**src/rtl/addsub_pkg.sv**
```systemverilog
// Shared types and constant helpers for the pipelined add/subtract unit.
package addsub_pkg;

  // Per-transaction mode bits that travel down the pipeline with the operands.
  typedef struct packed {
    logic sub;
    logic sat;
  } op_t;

  function automatic int calc_nseg(input int n, input int seg);
    return n / seg;
  endfunction

  function automatic logic [63:0] signed_max(input int n);
    return (64'd1 << (n - 1)) - 64'd1;
  endfunction

  function automatic logic [63:0] signed_min(input int n);
    return 64'd1 << (n - 1);
  endfunction

endpackage

```
**src/rtl/pipelined_addsub_seg_add_stage.sv**
```systemverilog
// One pipeline stage: ripple-adds segment IDX and forwards operands, partial sum and mode bits.
module seg_add_stage
  import addsub_pkg::*;
#(
  parameter int N   = 16,
  parameter int SEG = 4,
  parameter int IDX = 0
) (
  input  logic         clk,
  input  logic         rst_n,
  input  logic         advance,
  input  logic         prev_valid,
  input  logic [N-1:0] prev_a,
  input  logic [N-1:0] prev_b,
  input  logic [N-1:0] prev_sum,
  input  logic         prev_carry,
  input  op_t          prev_op,
  output logic         valid,
  output logic [N-1:0] a_hold,
  output logic [N-1:0] b_hold,
  output logic [N-1:0] sum,
  output logic         carry,
  output op_t          op
);

  localparam int LO = IDX * SEG;

  logic [SEG-1:0] seg_sum;
  logic [SEG:0]   c;
  logic [N-1:0]   next_sum;

  always_comb begin
    // NOTE: blocking assignments here, so each bit sees the carry produced by the bit below it.
    c        = '0;
    seg_sum  = '0;
    c[0]     = prev_carry;
    for (int i = 0; i < SEG; i++) begin
      seg_sum[i] = prev_a[LO+i] ^ prev_b[LO+i] ^ c[i];
      c[i+1]     = (prev_a[LO+i] & prev_b[LO+i]) | (c[i] & (prev_a[LO+i] ^ prev_b[LO+i]));
    end
    next_sum            = prev_sum;
    next_sum[LO +: SEG] = seg_sum;
  end

  // NOTE: data registers are reset as well, so a freshly reset unit presents sum = 0, not stale data.
  always_ff @(posedge clk or negedge rst_n) begin
    if (!rst_n) begin
      valid  <= 1'b0;
      a_hold <= '0;
      b_hold <= '0;
      sum    <= '0;
      carry  <= 1'b0;
      op     <= '0;
    end else if (advance) begin
      // NOTE: non-blocking updates, so every stage samples its neighbour's pre-edge value.
      valid  <= prev_valid;
      a_hold <= prev_a;
      b_hold <= prev_b;
      sum    <= next_sum;
      carry  <= c[SEG];
      op     <= prev_op;
    end
  end

endmodule

```
**src/rtl/pipelined_addsub.sv**
```systemverilog
// Pipelined N-bit add/subtract with valid/ready flow control, signed saturation and result flags.
module pipelined_addsub
  import addsub_pkg::*;
#(
  parameter int N   = 16,
  parameter int SEG = 4
) (
  input  logic         clk,
  input  logic         rst_n,
  input  logic         in_valid,
  output logic         in_ready,
  input  logic [N-1:0] a,
  input  logic [N-1:0] b,
  input  logic         cin,
  input  logic         op_sub,
  input  logic         op_sat,
  output logic         out_valid,
  input  logic         out_ready,
  output logic [N-1:0] sum,
  output logic         cout,
  output logic         ovf,
  output logic         zero
);

  localparam int          NSEG   = calc_nseg(N, SEG);
  localparam logic [63:0] SMAX_W = signed_max(N);
  localparam logic [63:0] SMIN_W = signed_min(N);
  localparam logic [N-1:0] SMAX  = SMAX_W[N-1:0];
  localparam logic [N-1:0] SMIN  = SMIN_W[N-1:0];

  if (N % SEG != 0) begin : g_bad_seg
    $error("pipelined_addsub: N must be a multiple of SEG");
  end
  if (N > 64) begin : g_bad_width
    $error("pipelined_addsub: N above 64 is not supported");
  end

  logic                  advance;
  logic [NSEG:0]         v_p;
  logic [NSEG:0]         c_p;
  logic [NSEG:0][N-1:0]  a_p;
  logic [NSEG:0][N-1:0]  b_p;
  logic [NSEG:0][N-1:0]  s_p;
  op_t  [NSEG:0]         op_p;

  // The whole pipe moves together; a stalled output freezes every stage.
  assign advance  = ~out_valid | out_ready;
  assign in_ready = advance;

  // Subtraction is A + ~B + ~borrow, so stage inputs are pre-inverted here.
  assign v_p[0]  = in_valid;
  assign a_p[0]  = a;
  assign b_p[0]  = op_sub ? ~b : b;
  assign c_p[0]  = op_sub ? ~cin : cin;
  assign s_p[0]  = '0;
  assign op_p[0] = '{sub: op_sub, sat: op_sat};

  for (genvar s = 0; s < NSEG; s++) begin : g_stage
    seg_add_stage #(
      .N   (N),
      .SEG (SEG),
      .IDX (s)
    ) u_stage (
      .clk        (clk),
      .rst_n      (rst_n),
      .advance    (advance),
      .prev_valid (v_p[s]),
      .prev_a     (a_p[s]),
      .prev_b     (b_p[s]),
      .prev_sum   (s_p[s]),
      .prev_carry (c_p[s]),
      .prev_op    (op_p[s]),
      .valid      (v_p[s+1]),
      .a_hold     (a_p[s+1]),
      .b_hold     (b_p[s+1]),
      .sum        (s_p[s+1]),
      .carry      (c_p[s+1]),
      .op         (op_p[s+1])
    );
  end

  logic [N-1:0] raw;
  logic         carry_msb;
  logic         a_msb;
  logic         b_msb;
  logic         ovf_raw;
  op_t          fop;

  assign raw       = s_p[NSEG];
  assign carry_msb = c_p[NSEG];
  assign a_msb     = a_p[NSEG][N-1];
  assign b_msb     = b_p[NSEG][N-1];
  assign fop       = op_p[NSEG];
  assign out_valid = v_p[NSEG];

  assign ovf_raw = (a_msb == b_msb) & (raw[N-1] != a_msb);

  always_comb begin
    sum = raw;
    if (fop.sat && ovf_raw) begin
      sum = a_msb ? SMIN : SMAX;
    end
  end

  // Flags are qualified by out_valid so an idle or reset unit reports all zeros.
  assign cout = out_valid & (fop.sub ? ~carry_msb : carry_msb);
  assign ovf  = out_valid & ovf_raw;
  assign zero = out_valid & (sum == '0);

endmodule

```
**config.mk**
```make
export PLATFORM = sky130hd
export DESIGN_NAME = pipelined_addsub
export DESIGN_NICKNAME = d
export VERILOG_FILES = /design/src/rtl/addsub_pkg.sv /design/src/rtl/pipelined_addsub_seg_add_stage.sv /design/src/rtl/pipelined_addsub.sv
export SDC_FILE = /design/constraint.sdc
export NUM_CORES = 1
export LEC_CHECK = 0
export BUFFER_PORTS_ARGS = -buffer_cell sky130_fd_sc_hd__buf_2
export CELL_PAD_IN_SITES_DETAIL_PLACEMENT = 0
export CELL_PAD_IN_SITES_GLOBAL_PLACEMENT = 1
export CORE_MARGIN = 4
export CORE_UTILIZATION = 51
export CTS_CLUSTER_DIAMETER = 30
export DETAILED_ROUTE_END_ITERATION = 7
export PLACE_DENSITY_LB_ADDON = 0.1
export SETUP_SLACK_MARGIN = 0.3
export SYNTH_ARGS = -nofsm -noshare
export SYNTH_HDL_FRONTEND = slang
export SYNTH_SLANG_ARGS = --single-unit
```
**constraint.sdc**
```tcl
create_clock -name clk -period 5.8 [get_ports clk]
set_input_delay 0.87 -clock clk [delete_from_list [all_inputs] [get_ports clk]]
set_output_delay 0.87 -clock clk [all_outputs]
set_load 0.03 [all_outputs]
```
==> reports/metrics.yaml <==
timing:
  hold_viol: 0
  skew_ns: 0.0147
  slew_violations: 0
  rsz0062_at_grt: "no"
  min_period_ns: 3.12
  relSlewSlack_pct: 23.6
  worstMarginPinSlew_ns: 1.14
  tns_ns: 0
  setup_viol: 0
  min_period_over_period_pct: 53.7
  timing.fmax_ghz: 0.321
final_layout:
  synthToLayoutAreaGrowth_pct: 10.5
  fin_cells: 554
  final_util_pct: 57.9
  antennaDiodeCount: 0
  layout-drive-gt1-share_pct: 35.5
  final_nets: 475
  fillers: 800
routing:
  ant_nets: 0
  route.vias.total: 2710
  drc: 0
  totalWireLength_mm: 7.84
  drt-initial-drc-count: 110
  wl_per_cell_um: 14.2
  post_drt_via_cell_ratio: 4.89
  first_pass_iters: 4
status:
  outcome: "complete, no violations"
critical_path:
  critPathRequiredTime_ns: 4.93
  critPathKind: "reg -> out"
  path_max_fanout: 11
  start_kind: "flop"
  critPathCaptureType: "output port"
  r2r_cells: 3
  cp.arrival_ns: 2.25
clock_tree:
  cts_setup_buffers: 0
  clk_latency_ns: 0.36
  postCtsHoldBufs: 0
  cts_inserted_buffers: 9
  cts_tree: "yes"
  path_clk_slew_ns: 0.10
  cts.sinks: 106
  cts_resized: 0
  h-tree-depth: 3
  cts_root_buf: "clkbuf_8"
  clockBufferDepth: 2
logic_synthesis:
  netlist.area_leader.share_pct: 54.5
  syn_inst: 369
  synth_area_leader_cell: "dfrtp_1"
  yosys_warnings: 0
  ys_types: 29
  syn_avg_cell_area_um2: 13.2
  seq_area_frac_synth_pct: 54.5
  ys_top_cells_by_area: "dfrtp_1 55%, mux2_2 9.7%, mux2_4 9.3%, fa_1 6.6%, a21oi_1 2.8%"
  synth_seq_cells: 106
  synth_area_mm2: 0.00486
  syn_nets: 424
power:
  p_clk_share_pct: 13.9
  total_power_mw: 3.02
  p_leak_nw: 2.56
  switching_share_pct: 38.1
  seq_power_share_pct: 43.1
  p_int_mw: 1.87
  combPwrFrac_pct: 43.0
  vdd_drop_max_mv: 0.228
  power.density_mw_per_mm2: 562
  p_switching_mw: 1.15
floorplanning:
  core_mm2: 0.00928
  die_area_mm2: 0.0112
  rows: 35
  die-width_um: 106
  dieHeight_um: 106
  start_util_pct: 52.4
  ios: 60
min_path:
  min_path_type: "in -> async"
global_routing:
  first_global_vias: 2655
  grt_first_pass_wirelength_mm: 13.3
  grt_max_degree: 83
  track_usage_pct: 15.0
  antenna_found_initial: 0
  grt-ovfl-total: 0
place:
  dp_cells: 538
  place_congestion: 0.725
  io_buffers: 59
  dp_hpwl_mm: 5.45
flow_run:
  drv_cap: 0
## state kept, by name (all words and copies together) (netlist names)
register,count
g_stage.u_stage.sum,40
g_stage.u_stage.a_hold,25
g_stage.u_stage.b_hold,25
g_stage.u_stage.op,8
g_stage.u_stage.carry,4
g_stage.u_stage.valid,4
## routing by layer
metal	wire (um)	track usage, %
met1	3730	20.8
met2	3710	23.6
met3	313	3.43
met4	96	4.44
met5	0	0
## power by group through the flow
stage / Combinational (mW) / Clock [mW] / Sequential (mW)
2_1_floorplan: 1.06 / 0 / 1.24
3_3_place_gp: 1.29 / 0 / 1.31
3_5_place_dp: 1.31 / 0 / 1.32
4_1_cts: 1.32 / 0.438 / 1.31
5_1_grt: 1.44 / 0.466 / 1.35
6_report: 1.30 / 0.420 / 1.30
## synth_stat cells
master / number
nand2_1: 12
mux2_4: 30
xnor2_1: 13
mux2_2: 42
nor3_1: 1
nor4_1: 2
buf_4: 3
o21ai_1: 1
and3_1: 1
xor2_1: 5
buf_6: 7
and4_1: 1
a21o_1: 11
clkbuf_1: 2
and3b_1: 1
nand2b_1: 3
o21a_1: 1
nand3_1: 1
fa_1: 16
dfrtp_1: 106
nor4b_1: 1
and2_1: 1
o21ai_0: 12
buf_2: 9
inv_1: 26
nor2_1: 31
nor3b_2: 1
a21oi_1: 27
nor3b_1: 2
## critical path, cell delays in order (launching register included)
cell	delay [ns]
dfrtp_1	0.46
nand2b_1	0.19
nor3b_1	0.91
a21o_1	0.14
buf_2	0.20
## kinds of logic after synthesis
kind of cell,share of synthesized area [%]
multiplexers,19.0
AND/OR/NAND/NOR,5.53
buffers and inverters,5.17
adder cells (fa/ha/maj),6.58
XOR/XNOR,3.24
AO/OA/AOI/OAI,5.97
flip-flops,54.5
## metrics by stage
stage / hold WS [ns] / setup WS, ns / area [um2]
floorplan: 0.435 / 2.58 / 4860
global placement: 0.450 / 2.47 / 5190
detailed placement: 0.452 / 2.40 / 5190
CTS: 0.437 / 2.67 / 5380
global route: 0.457 / 2.52 / 5380
finish: 0.435 / 2.68 / 5380
## cells in the final DEF, fill, tap and decap left out, drive strengths merged
| cell | synthesis | layout |
|---|---|---|
| mux2 | 72 | 72 |
| o21ai | 13 | 13 |
| nand2b | 3 | 3 |
| o21a | 1 | 1 |
| fa | 16 | 16 |
| and3 | 1 | 1 |
| nand3 | 1 | 1 |
| a21o | 11 | 11 |
| and2 | 1 | 1 |
| a21oi | 27 | 27 |
| and3b | 1 | 1 |
| xor2 | 5 | 5 |
| and4 | 1 | 1 |
| nor3b | 3 | 3 |
| nand2 | 12 | 12 |
| inv | 26 | 28 |
| nor3 | 1 | 1 |
| dfrtp | 106 | 106 |
| clkinv | 0 | 3 |
| clkinvlp | 0 | 1 |
| nor2 | 31 | 31 |
| nor4b | 1 | 1 |
| nor4 | 2 | 2 |
| clkbuf | 2 | 10 |
| xnor2 | 13 | 13 |
| buf | 19 | 61 |
## final cells by class
| cell class | count | area, um2 | area share, % |
|---|---|---|---|
| Sequential cell | 106 | 2650 | 49.3 |
| Tap cell | 129 | 161 | 3.00 |
| Timing Repair Buffer | 61 | 313 | 5.82 |
| Inverter | 26 | 97.6 | 1.81 |
| Clock inverter | 6 | 47.5 | 0.884 |
| Multi-Input combinational cell | 216 | 1970 | 36.6 |
| Clock buffer | 10 | 138 | 2.56 |
## path summary, 6_finish.rpt
check	slack [ns]	start	end
max reg2reg	3.30	g_stage[3].u_stage.valid	g_stage[1].u_stage.a_hold[8]
min reg2reg	0.48	g_stage[2].u_stage.valid	g_stage[3].u_stage.valid
min	0.44	rst_n	g_stage[3].u_stage.sum[3]
max in group asynchronous	4.09	rst_n	g_stage[0].u_stage.b_hold[7]
max	2.68	g_stage[3].u_stage.b_hold[15]	sum[6]
min in group clk	0.48	g_stage[2].u_stage.valid	g_stage[3].u_stage.valid
(Power assumes the default switching activity.)
